--- config.mk ---
export PLATFORM = sky130hd
export DESIGN_NAME = uart_tx_periph
export DESIGN_NICKNAME = d
export VERILOG_FILES = /design/src/rtl/uart_tx_pkg.sv /design/src/rtl/uart_tx_fifo.sv /design/src/rtl/uart_tx_periph.sv
export SDC_FILE = /design/constraint.sdc
export NUM_CORES = 1
export LEC_CHECK = 0
export BUFFER_PORTS_ARGS = -buffer_cell sky130_fd_sc_hd__buf_2
export CAP_MARGIN = 20
export CORE_ASPECT_RATIO = 0.7
export CORE_MARGIN = 4
export CORE_UTILIZATION = 50
export CTS_BUF_LIST = sky130_fd_sc_hd__clkbuf_4 sky130_fd_sc_hd__clkbuf_8
export DETAILED_ROUTE_END_ITERATION = 10
export PLACE_DENSITY = 0.7
export SKIP_CTS_REPAIR_TIMING = 1
export SLEW_MARGIN = 5
export SYNTH_ARGS = -nofsm -noshare
export SYNTH_HDL_FRONTEND = slang
export SYNTH_SLANG_ARGS = --single-unit
--- constraint.sdc ---
create_clock -name i_clk -period 5.7 [get_ports i_clk]
set_clock_uncertainty 0.05 [all_clocks]
set_input_delay 1.14 -clock i_clk [delete_from_list [all_inputs] [get_ports i_clk]]
set_output_delay 1.14 -clock i_clk [all_outputs]
set_load 0.03 [all_outputs]
--- src/rtl/uart_tx_pkg.sv ---
// uart_tx_pkg: shared definitions for the memory-mapped UART transmitter.
//   - register byte offsets within the peripheral window
//   - bit positions of the STATUS register fields
//   - transmit FSM state type
//   - BAUDDIV write clamp (a divider of 0 is not meaningful, so it becomes 1)
package uart_tx_pkg;

  localparam logic [3:0] TXDATA  = 4'h0;
  localparam logic [3:0] STATUS  = 4'h4;
  localparam logic [3:0] BAUDDIV = 4'h8;

  localparam int unsigned STAT_FULL      = 0;
  localparam int unsigned STAT_EMPTY     = 1;
  localparam int unsigned STAT_BUSY      = 2;
  localparam int unsigned STAT_OVF       = 3;
  localparam int unsigned STAT_COUNT_LSB = 4;
  localparam int unsigned STAT_COUNT_W   = 4;

  typedef enum logic [1:0] {IDLE, START, DATA, STOP} uart_tx_state_e;

  function automatic logic [15:0] clamp_bauddiv(input logic [15:0] div);
    return (div == 16'd0) ? 16'd1 : div;
  endfunction

endpackage

--- src/rtl/uart_tx_fifo.sv ---
// uart_tx_fifo: synchronous FIFO, one push and one pop per cycle.
// Ports:
//   i_clk, i_reset      clock, asynchronous active-low reset
//   i_push, i_wdata     write request and data
//   i_pop               read request; o_rdata is the current head entry
//   o_full, o_empty     occupancy flags
//   o_count             number of stored entries (0..DEPTH)
//   o_drop              push refused this cycle (full with no simultaneous pop)
module uart_tx_fifo #(
  parameter int unsigned DEPTH = 8,
  parameter int unsigned WIDTH = 8,
  localparam int unsigned AW = (DEPTH > 1) ? $clog2(DEPTH) : 1,
  localparam int unsigned CW = AW + 1
) (
  input  logic             i_clk,
  input  logic             i_reset,
  input  logic             i_push,
  input  logic [WIDTH-1:0] i_wdata,
  input  logic             i_pop,
  output logic [WIDTH-1:0] o_rdata,
  output logic             o_full,
  output logic             o_empty,
  output logic [CW-1:0]    o_count,
  output logic             o_drop
);

  logic [WIDTH-1:0] r_mem [DEPTH];
  logic [AW-1:0]    r_wptr;
  logic [AW-1:0]    r_rptr;
  logic [CW-1:0]    r_count;
  logic             w_do_push;
  logic             w_do_pop;

  assign o_full  = (r_count == CW'(DEPTH));
  assign o_empty = (r_count == '0);
  assign o_count = r_count;
  assign o_rdata = r_mem[r_rptr];

  assign w_do_pop  = i_pop && !o_empty;
  // A full FIFO still accepts a push when the head leaves in the same cycle.
  assign w_do_push = i_push && (!o_full || w_do_pop);
  assign o_drop    = i_push && o_full && !w_do_pop;

  always_ff @(posedge i_clk) begin
    if (w_do_push) begin
      r_mem[r_wptr] <= i_wdata;
    end
  end

  // Pointers wrap naturally because DEPTH is a power of two.
  always_ff @(posedge i_clk or negedge i_reset) begin
    if (!i_reset) begin
      r_wptr  <= '0;
      r_rptr  <= '0;
      r_count <= '0;
    end else begin
      if (w_do_push) begin
        r_wptr <= r_wptr + AW'(1);
      end
      if (w_do_pop) begin
        r_rptr <= r_rptr + AW'(1);
      end
      case ({w_do_push, w_do_pop})
        2'b10:   r_count <= r_count + CW'(1);
        2'b01:   r_count <= r_count - CW'(1);
        default: r_count <= r_count;
      endcase
    end
  end

endmodule

--- src/rtl/uart_tx_periph.sv ---
// uart_tx_periph: memory-mapped 8N1 UART transmitter on the core's load/store bus.
// Ports:
//   i_clk, i_reset   clock, asynchronous active-low reset
//   i_bus_addr       byte offset (bits [1:0] ignored): 0x0 TXDATA, 0x4 STATUS, 0x8 BAUDDIV
//   i_bus_wren       store strobe
//   i_bus_rden       load strobe, gates o_bus_rdata
//   i_bus_wdata      store data
//   o_bus_rdata      combinational load data
//   o_uart_tx        registered serial line, idle high
//   o_irq            registered; high once the line is idle with nothing queued
module uart_tx_periph
  import uart_tx_pkg::*;
#(
  parameter int unsigned FIFO_DEPTH      = 8,
  parameter logic [15:0] DEFAULT_BAUDDIV = 16'd434
) (
  input  logic        i_clk,
  input  logic        i_reset,
  input  logic [3:0]  i_bus_addr,
  input  logic        i_bus_wren,
  input  logic        i_bus_rden,
  input  logic [31:0] i_bus_wdata,
  output logic [31:0] o_bus_rdata,
  output logic        o_uart_tx,
  output logic        o_irq
);

  localparam int unsigned CW = ((FIFO_DEPTH > 1) ? $clog2(FIFO_DEPTH) : 1) + 1;

  logic [3:0]     w_reg_sel;
  logic           w_txdata_wr;
  logic           w_status_wr;
  logic           w_baud_wr;
  logic           w_pop;
  logic           w_drop;
  logic           w_full;
  logic           w_empty;
  logic [CW-1:0]  w_count;
  logic [7:0]     w_fifo_rdata;
  logic           w_bit_end;
  logic           w_busy;
  logic [31:0]    w_status;
  logic           w_unused;

  logic [15:0]    r_bauddiv;
  logic           r_ovf;
  uart_tx_state_e r_state;
  logic [7:0]     r_shift;
  logic [2:0]     r_bitcnt;
  logic [15:0]    r_baudcnt;
  logic           r_tx;
  logic           r_irq;

  assign w_unused = ^{i_bus_addr[1:0], i_bus_wdata[31:16]};

  assign w_reg_sel   = {i_bus_addr[3:2], 2'b00};
  assign w_txdata_wr = i_bus_wren && (w_reg_sel == TXDATA);
  assign w_status_wr = i_bus_wren && (w_reg_sel == STATUS);
  assign w_baud_wr   = i_bus_wren && (w_reg_sel == BAUDDIV);

  assign w_bit_end = (r_baudcnt == 16'd0);
  assign w_busy    = (r_state != IDLE);
  // Head is consumed when a frame starts from idle or back-to-back after a stop bit.
  assign w_pop     = !w_empty && ((r_state == IDLE) || ((r_state == STOP) && w_bit_end));

  uart_tx_fifo #(
    .DEPTH (FIFO_DEPTH),
    .WIDTH (8)
  ) u_fifo (
    .i_clk   (i_clk),
    .i_reset (i_reset),
    .i_push  (w_txdata_wr),
    .i_wdata (i_bus_wdata[7:0]),
    .i_pop   (w_pop),
    .o_rdata (w_fifo_rdata),
    .o_full  (w_full),
    .o_empty (w_empty),
    .o_count (w_count),
    .o_drop  (w_drop)
  );

  always_ff @(posedge i_clk or negedge i_reset) begin
    if (!i_reset) begin
      r_bauddiv <= DEFAULT_BAUDDIV;
      r_ovf     <= 1'b0;
    end else begin
      if (w_baud_wr) begin
        r_bauddiv <= clamp_bauddiv(i_bus_wdata[15:0]);
      end
      if (w_drop) begin
        r_ovf <= 1'b1;
      end else if (w_status_wr && i_bus_wdata[STAT_OVF]) begin
        r_ovf <= 1'b0;
      end
    end
  end

  // Each bit lasts r_bauddiv cycles: the counter is loaded with div-1 at a bit
  // boundary and the next boundary is the edge where it has reached zero.
  always_ff @(posedge i_clk or negedge i_reset) begin
    if (!i_reset) begin
      r_state   <= IDLE;
      r_shift   <= 8'h00;
      r_bitcnt  <= 3'd0;
      r_baudcnt <= 16'd0;
      r_tx      <= 1'b1;
      r_irq     <= 1'b1;
    end else begin
      r_irq <= (r_state == IDLE) && w_empty;
      unique case (r_state)
        IDLE: begin
          r_tx <= 1'b1;
          if (!w_empty) begin
            r_shift   <= w_fifo_rdata;
            r_baudcnt <= r_bauddiv - 16'd1;
            r_tx      <= 1'b0;
            r_state   <= START;
          end
        end
        START: begin
          if (w_bit_end) begin
            r_tx      <= r_shift[0];
            r_shift   <= {1'b0, r_shift[7:1]};
            r_bitcnt  <= 3'd0;
            r_baudcnt <= r_bauddiv - 16'd1;
            r_state   <= DATA;
          end else begin
            r_baudcnt <= r_baudcnt - 16'd1;
          end
        end
        DATA: begin
          if (w_bit_end) begin
            r_baudcnt <= r_bauddiv - 16'd1;
            if (r_bitcnt == 3'd7) begin
              r_tx    <= 1'b1;
              r_state <= STOP;
            end else begin
              r_tx     <= r_shift[0];
              r_shift  <= {1'b0, r_shift[7:1]};
              r_bitcnt <= r_bitcnt + 3'd1;
            end
          end else begin
            r_baudcnt <= r_baudcnt - 16'd1;
          end
        end
        STOP: begin
          if (w_bit_end) begin
            if (!w_empty) begin
              r_shift   <= w_fifo_rdata;
              r_baudcnt <= r_bauddiv - 16'd1;
              r_tx      <= 1'b0;
              r_state   <= START;
            end else begin
              r_tx    <= 1'b1;
              r_state <= IDLE;
            end
          end else begin
            r_baudcnt <= r_baudcnt - 16'd1;
          end
        end
        default: begin
          r_tx    <= 1'b1;
          r_state <= IDLE;
        end
      endcase
    end
  end

  always_comb begin
    w_status = 32'h0;
    w_status[STAT_FULL]  = w_full;
    w_status[STAT_EMPTY] = w_empty;
    w_status[STAT_BUSY]  = w_busy;
    w_status[STAT_OVF]   = r_ovf;
    w_status[STAT_COUNT_LSB +: STAT_COUNT_W] = STAT_COUNT_W'(w_count);
  end

  always_comb begin
    o_bus_rdata = 32'h0;
    if (i_bus_rden) begin
      case (w_reg_sel)
        STATUS:  o_bus_rdata = w_status;
        BAUDDIV: o_bus_rdata = {16'h0, r_bauddiv};
        default: o_bus_rdata = 32'h0;
      endcase
    end
  end

  assign o_uart_tx = r_tx;
  assign o_irq     = r_irq;

endmodule

==> results of run 1 <==
## through the flow
step	cells	worst slack, ns
after floorplan	544	2.142
after global placement	708	2.001
after detailed placement	708	1.949
after CTS	740	1.897
after global routing	742	1.641
final	742	1.933
## cell type report
class	instances	share of cell area (%)
Clock inverter	15	2.151
Sequential cell	122	47.66
Inverter	13	0.6877
Multi-Input combinational cell	363	39.15
Tap cell	162	2.857
Clock buffer	17	3.297
Timing Repair Buffer	50	4.197
## worst max-delay path by stage
stage / end / slack (ns) / depth (start not counted)
finish: u_fifo.o_count[2]$_DFFE_PN0P_ / 1.93 / 13
global route: u_fifo.o_count[2]$_DFFE_PN0P_ / 1.64 / 13
CTS: u_fifo.r_mem[2][0]$_DFFE_PP_ / 1.90 / 7
detailed placement: u_fifo.r_mem[2][4]$_DFFE_PP_ / 1.95 / 7
global placement: u_fifo.r_mem[2][1]$_DFFE_PP_ / 2.00 / 7
floorplan: u_fifo.r_mem[1][0]$_DFFE_PP_ / 2.14 / 8
## power by group through the flow
stage                     Clock [mW]  Sequential [mW]  Combinational [mW]
after floorplan                    0             1.23                1.24
after CTS                      0.756             1.36                1.41
after global routing           0.798             1.38                1.63
after detailed placement           0             1.38                1.41
after global placement             0             1.36                1.36
final                          0.738             1.35                1.47
## registers in the layout, summed over array words and instances (netlist names)
signal          count
o_irq               1
r_bitcnt            3
o_uart_tx           1
r_state             2
r_bauddiv          16
u_fifo.o_count      4
u_fifo.r_mem       64
r_shift             8
u_fifo.r_wptr       3
u_fifo.r_rptr       3
r_ovf               1
r_baudcnt          16
## routing by layer
layer,part of all wire [%],track usage [%],vias to the layer above
li1,-,-,2050
met4,0.91,4.967,0
met1,47,31.22,2240
met5,0,0,-
met2,45,30.59,175
met3,6.2,5.424,14
## cell usage in the layout, fill, tap and decap left out, types with 17 or more instances in the layout
cell      Yosys  final
nor2_1       38     38
mux2_2       29     29
nand2_1      24     24
clkbuf_8      0     17
ha_1         18     18
a21oi_1      24     24
edfxtp_1     64     64
buf_2         2     39
o21ai_0      27     27
dfrtp_1      51     51
## kinds of logic after synthesis
| logic type | after synthesis | synth area share, % |
|---|---|---|
| simple gates | 146 | 12.70 |
| mux | 55 | 12.30 |
| flops | 122 | 52.88 |
| compound gates | 103 | 10.45 |
| xor+xnor | 25 | 3.423 |
| other cells | 1 | 0.05863 |
| buf+inv | 59 | 4.675 |
| fa+ha+maj | 18 | 3.521 |
==> results.json, run 1 <==
{
  "status": "completed",
  "grt_setup_unrepaired": "false",
  "tritoncts": "built",
  "yosys.area.top_type": "edfxtp_1",
  "cts_root_buf": "clkbuf_8",
  "slew_headroom_pct": 38.91,
  "die_area_um2": 14700,
  "detail_route.wl_per_cell_um": 19.35,
  "clk_pin_slew_ns": 0.09,
  "area_delta_synth_final_pct": 10.94,
  "syn_inst": 529,
  "synth_commonest_cells": "64 x edfxtp_1, 51 x dfrtp_1, 38 x nor2_1",
  "seqPwrFrac_pct": 37.9,
  "grt_pass1_vias": 4211,
  "r2r_setup_slack_ns": 1.93,
  "hold_end": "r_shift[2]$_DFFE_PN0P_",
  "fmax_mhz": 265.5,
  "synth-seq-cells": 122,
  "rows": 34,
  "crit_buf_inv": 1,
  "synth_top_area_share_pct": 30.05,
  "critPathRequiredTime_ns": 5.99,
  "ys_warn_count": 0,
  "p_int_mw": 2.106,
  "antenna_found_initial": 0,
  "max_stage_delay_ns": 0.65,
  "timing.hold.ws_ns": 0.4560,
  "gr-total-overflow": 0,
  "numCtsBuffers": 17,
  "async_flop_share_pct": 47.54,
  "dp_hpwl_um": 9998,
  "crit_type": "flop to flop",
  "cp_cell_sequence": "inv_1 -> ha_1 -> or4b_2 -> nor4_4 -> a211oi_1 -> nand3b_1 -> ha_1 -> xor2_1 -> ha_1 -> a21oi_1 -> xor2_1 -> nor2_1 -> xor2_1",
  "combPwrFrac_pct": 41.4,
  "r2r-start": "r_baudcnt[0]$_DFF_PN0_",
  "cp-end-kind": "flop",
  "final-seq-area_um2": 3382,
  "p_leak_nw": 2.792,
  "min_path_type": "flop to flop",
  "numPortBuffers": 39,
  "place_area_um2": 6674,
  "hold_path_startpoint": "r_shift[2]$_DFFE_PN0P_",
  "grt_max_degree": 59,
  "synthFlopType": "edfxtp_1",
  "finalWirelength_um": 14360,
  "synth_area_um2": 6396,
  "cts_buffer_depth": 2,
  "reg2reg_depth": 13,
  "vias_per_cell": 6.036,
  "diodes": 0,
  "fin_crit_sh_pct": 66.08,
  "clk_latency_ns": 0.45,
  "dr.first_iter.drc_count": 506,
  "report.final.hold_viol_count": 0,
  "setup_tns_ns": 0,
  "arrival_ns": 4.05,
  "startpoint": "r_baudcnt[0]$_DFF_PN0_",
  "slowest_stage": "or4b_2",
  "num-fill-cells": 1009,
  "p_clk_share_pct": 20.8,
  "grt_usage_pct": 20.82,
  "max_slew.worst_pin.slew_ns": 0.9129,
  "setup_viol": 0,
  "p_per_area_nw_per_um2": 501.0,
  "power_mw": 3.555,
  "fin_nets": 625,
  "seq_area_frac_synth_pct": 52.88,
  "drt_first_pass_iters": 5,
  "synth-edff-count": 64,
  "postSynthAreaPerCell_um2": 12.09,
  "grt_pass1_wl_um": 23290,
  "final_util_pct": 56.93,
  "layout_min_cycle_time_ns": 3.767,
  "critical_path.top_delay_family": "simple AND/OR/NAND/NOR gates",
  "ios": 74,
  "switching_power_mw": 1.449,
  "drc": 0,
  "drv_slew": 0,
  "htree_levels": 4,
  "synthTopCellsByArea": "edfxtp_1 30%, dfrtp_1 20%, mux4_2 5.6%",
  "clock_sinks": 122,
  "vias": 4479,
  "drive_gt1_share_pct": 25.34,
  "whs_path_depth": 1,
  "netSwitchingFraction_pct": 40.76,
  "initial_core_util_pct": 51.31,
  "die_w_um": 143.2,
  "start_kind": "flop",
  "ir_worst_vdd_mv": 0.2296,
  "synth_cell_types": 64,
  "multi_input_area_um2": 2778,
  "timing.rr.end": "u_fifo.o_count[2]$_DFFE_PN0P_",
  "post-synth-top-count-cell": "edfxtp_1",
  "ant_nets": 0,
  "fp.coreArea_um2": 12460,
  "max_cap_violations": 0,
  "critPathMaxFanout": 12,
  "die_h_um": 102.6,
  "gp_congestion": 0.9405,
  "final_area_um2": 7096
}
(Power assumes the default switching activity.)
==> run 2, diff against run 1 <==
- clock period: 5.7 -> 3.7 ns (I/O delays scaled with it)
==> results.json, run 2 (synthesized netlist as in run 1, its figures left out) <==
{
  "status": "completed",
  "fp.coreArea_um2": 12460,
  "layout_min_cycle_time_ns": 3.456,
  "vias": 4524,
  "p_clk_share_pct": 21.9,
  "final_cell_mix": "64 x edfxtp_1, 51 x dfrtp_1, 39 x buf_2",
  "largest_register_ff_count": 64,
  "die_w_um": 143.2,
  "grt_usage_pct": 20.70,
  "drc": 0,
  "crit_buf_inv": 1,
  "grt_pass1_vias": 4318,
  "dr.first_iter.drc_count": 404,
  "dp_hpwl_um": 10030,
  "gr-total-overflow": 0,
  "seqPwrFrac_pct": 37.3,
  "grt_max_degree": 59,
  "num-fill-cells": 1002,
  "diodes": 0,
  "finalWirelength_um": 14280,
  "fin_cells": 747,
  "ios": 74,
  "clock_sinks": 122,
  "drive_gt1_share_pct": 25.98,
  "tritoncts": "built",
  "ir_worst_vdd_mv": 0.4130,
  "cp_cell_sequence": "inv_1 -> ha_1 -> or4b_2 -> nor4_4 -> a211oi_1 -> nand3b_1 -> ha_1 -> xor2_1 -> ha_1 -> a21oi_1 -> xor2_1 -> nor2_1 -> xor2_1",
  "gp_congestion": 0.9083,
  "die_area_um2": 14700,
  "area_delta_synth_final_pct": 11.44,
  "setup_tns_ns": 0,
  "max_cap_violations": 0,
  "numPortBuffers": 39,
  "final_util_pct": 57.19,
  "cp-end-kind": "flop",
  "antenna_found_initial": 0,
  "drt_first_pass_iters": 5,
  "p_int_mw": 3.313,
  "final_area_um2": 7128,
  "clk_pin_slew_ns": 0.09,
  "fin_crit_sh_pct": 93.40,
  "dp_cells": 715,
  "critPathMaxFanout": 5,
  "setup_viol": 0,
  "vias_per_cell": 6.056,
  "min_path_type": "primary input to asynchronous set/reset pin",
  "clk_latency_ns": 0.44,
  "critPathRequiredTime_ns": 3.97,
  "p_leak_nw": 2.822,
  "initial_core_util_pct": 51.31,
  "regMostFlops": "u_fifo.r_mem",
  "cts_root_buf": "clkbuf_8",
  "netSwitchingFraction_pct": 40.38,
  "final-seq-area_um2": 3382,
  "reg.largest.list": "u_fifo.r_mem x64, r_baudcnt x16, r_bauddiv x16",
  "start_kind": "flop",
  "combPwrFrac_pct": 40.8,
  "rows": 34,
  "drv_slew": 0,
  "mostFrequentLayoutCell": "edfxtp_1",
  "arrival_ns": 3.73,
  "grt_setup_unrepaired": "false",
  "place_area_um2": 6726,
  "numCtsBuffers": 17,
  "switching_power_mw": 2.244,
  "htree_levels": 4,
  "max_slew.worst_pin.slew_ns": 0.8028,
  "die_h_um": 102.6,
  "slew_headroom_pct": 46.03,
  "slowest_stage": "or4b_2",
  "ant_nets": 0,
  "grt_pass1_wl_um": 23200,
  "crit_type": "flop to flop",
  "detail_route.wl_per_cell_um": 19.12,
  "cts_buffer_depth": 2,
  "multi_input_area_um2": 2778,
  "fin_nets": 630,
  "critical_path.top_delay_family": "simple AND/OR/NAND/NOR gates",
  "report.final.hold_viol_count": 0,
  "fmax_mhz": 289.4,
  "p_per_area_nw_per_um2": 779.7,
  "max_stage_delay_ns": 0.65
}
==> run 2: per-stage QoR <==
stage | total power [mW] | worst slack [ns] | hold slack [ns]
4_1_cts | 5.560 | 0.2940 | 0.4107
3_3_place_gp | 4.240 | 0.3692 | 0.4329
3_5_place_dp | 4.336 | 0.3179 | 0.4496
5_1_grt | 5.947 | 0.05576 | 0.4508
6_report | 5.558 | 0.2441 | 0.3886
2_1_floorplan | 3.793 | 0.1421 | 0.3944
==> run 2: final cells by class <==
type / instances / share of cell area (%)
inverters: 13 / 0.6846
clock buffers: 17 / 3.282
repair buffers: 55 / 4.423
clock inverters: 15 / 2.352
well taps: 162 / 2.844
flip-flops and latches: 122 / 47.45
multi-input cells: 363 / 38.97
==> run 2: path summary, 6_finish.rpt <==
path                                             start                       endpoint  slack (ns)  cells past startpoint
worst min register to register  r_shift[4]$_DFFE_PN0P_         r_shift[4]$_DFFE_PN0P_        0.47                      1
worst max-delay path            r_baudcnt[0]$_DFF_PN0_  u_fifo.o_count[2]$_DFFE_PN0P_        0.24                     13
worst max register to register  r_baudcnt[0]$_DFF_PN0_  u_fifo.o_count[2]$_DFFE_PN0P_        0.24                     13
worst min-delay path                           i_reset      r_bauddiv[15]$_DFFE_PN0P_        0.39                      2
max in group asynchronous                      i_reset         r_shift[2]$_DFFE_PN0P_        2.69                      2
min in group i_clk              r_shift[4]$_DFFE_PN0P_         r_shift[4]$_DFFE_PN0P_        0.47                      1
==> run 2: power by group through the flow <==
| stage | clock (mW) | combinational [mW] | sequential, mW |
|---|---|---|---|
| final | 1.22 | 2.27 | 2.07 |
| after CTS | 1.24 | 2.26 | 2.07 |
| after global placement | 0 | 2.17 | 2.07 |
| after global routing | 1.31 | 2.52 | 2.12 |
| after detailed placement | 0 | 2.24 | 2.10 |
| after floorplan | 0 | 1.90 | 1.89 |
==> run 2: metal layers <==
metal / up-vias / track usage [%] / wire length [um]
met3: 18 / 5.424 / 1139
met5: - / 0 / 0
met2: 189 / 30.66 / 6494
li1: 2058 / - / -
met4: 0 / 5.917 / 173
met1: 2259 / 30.39 / 6475
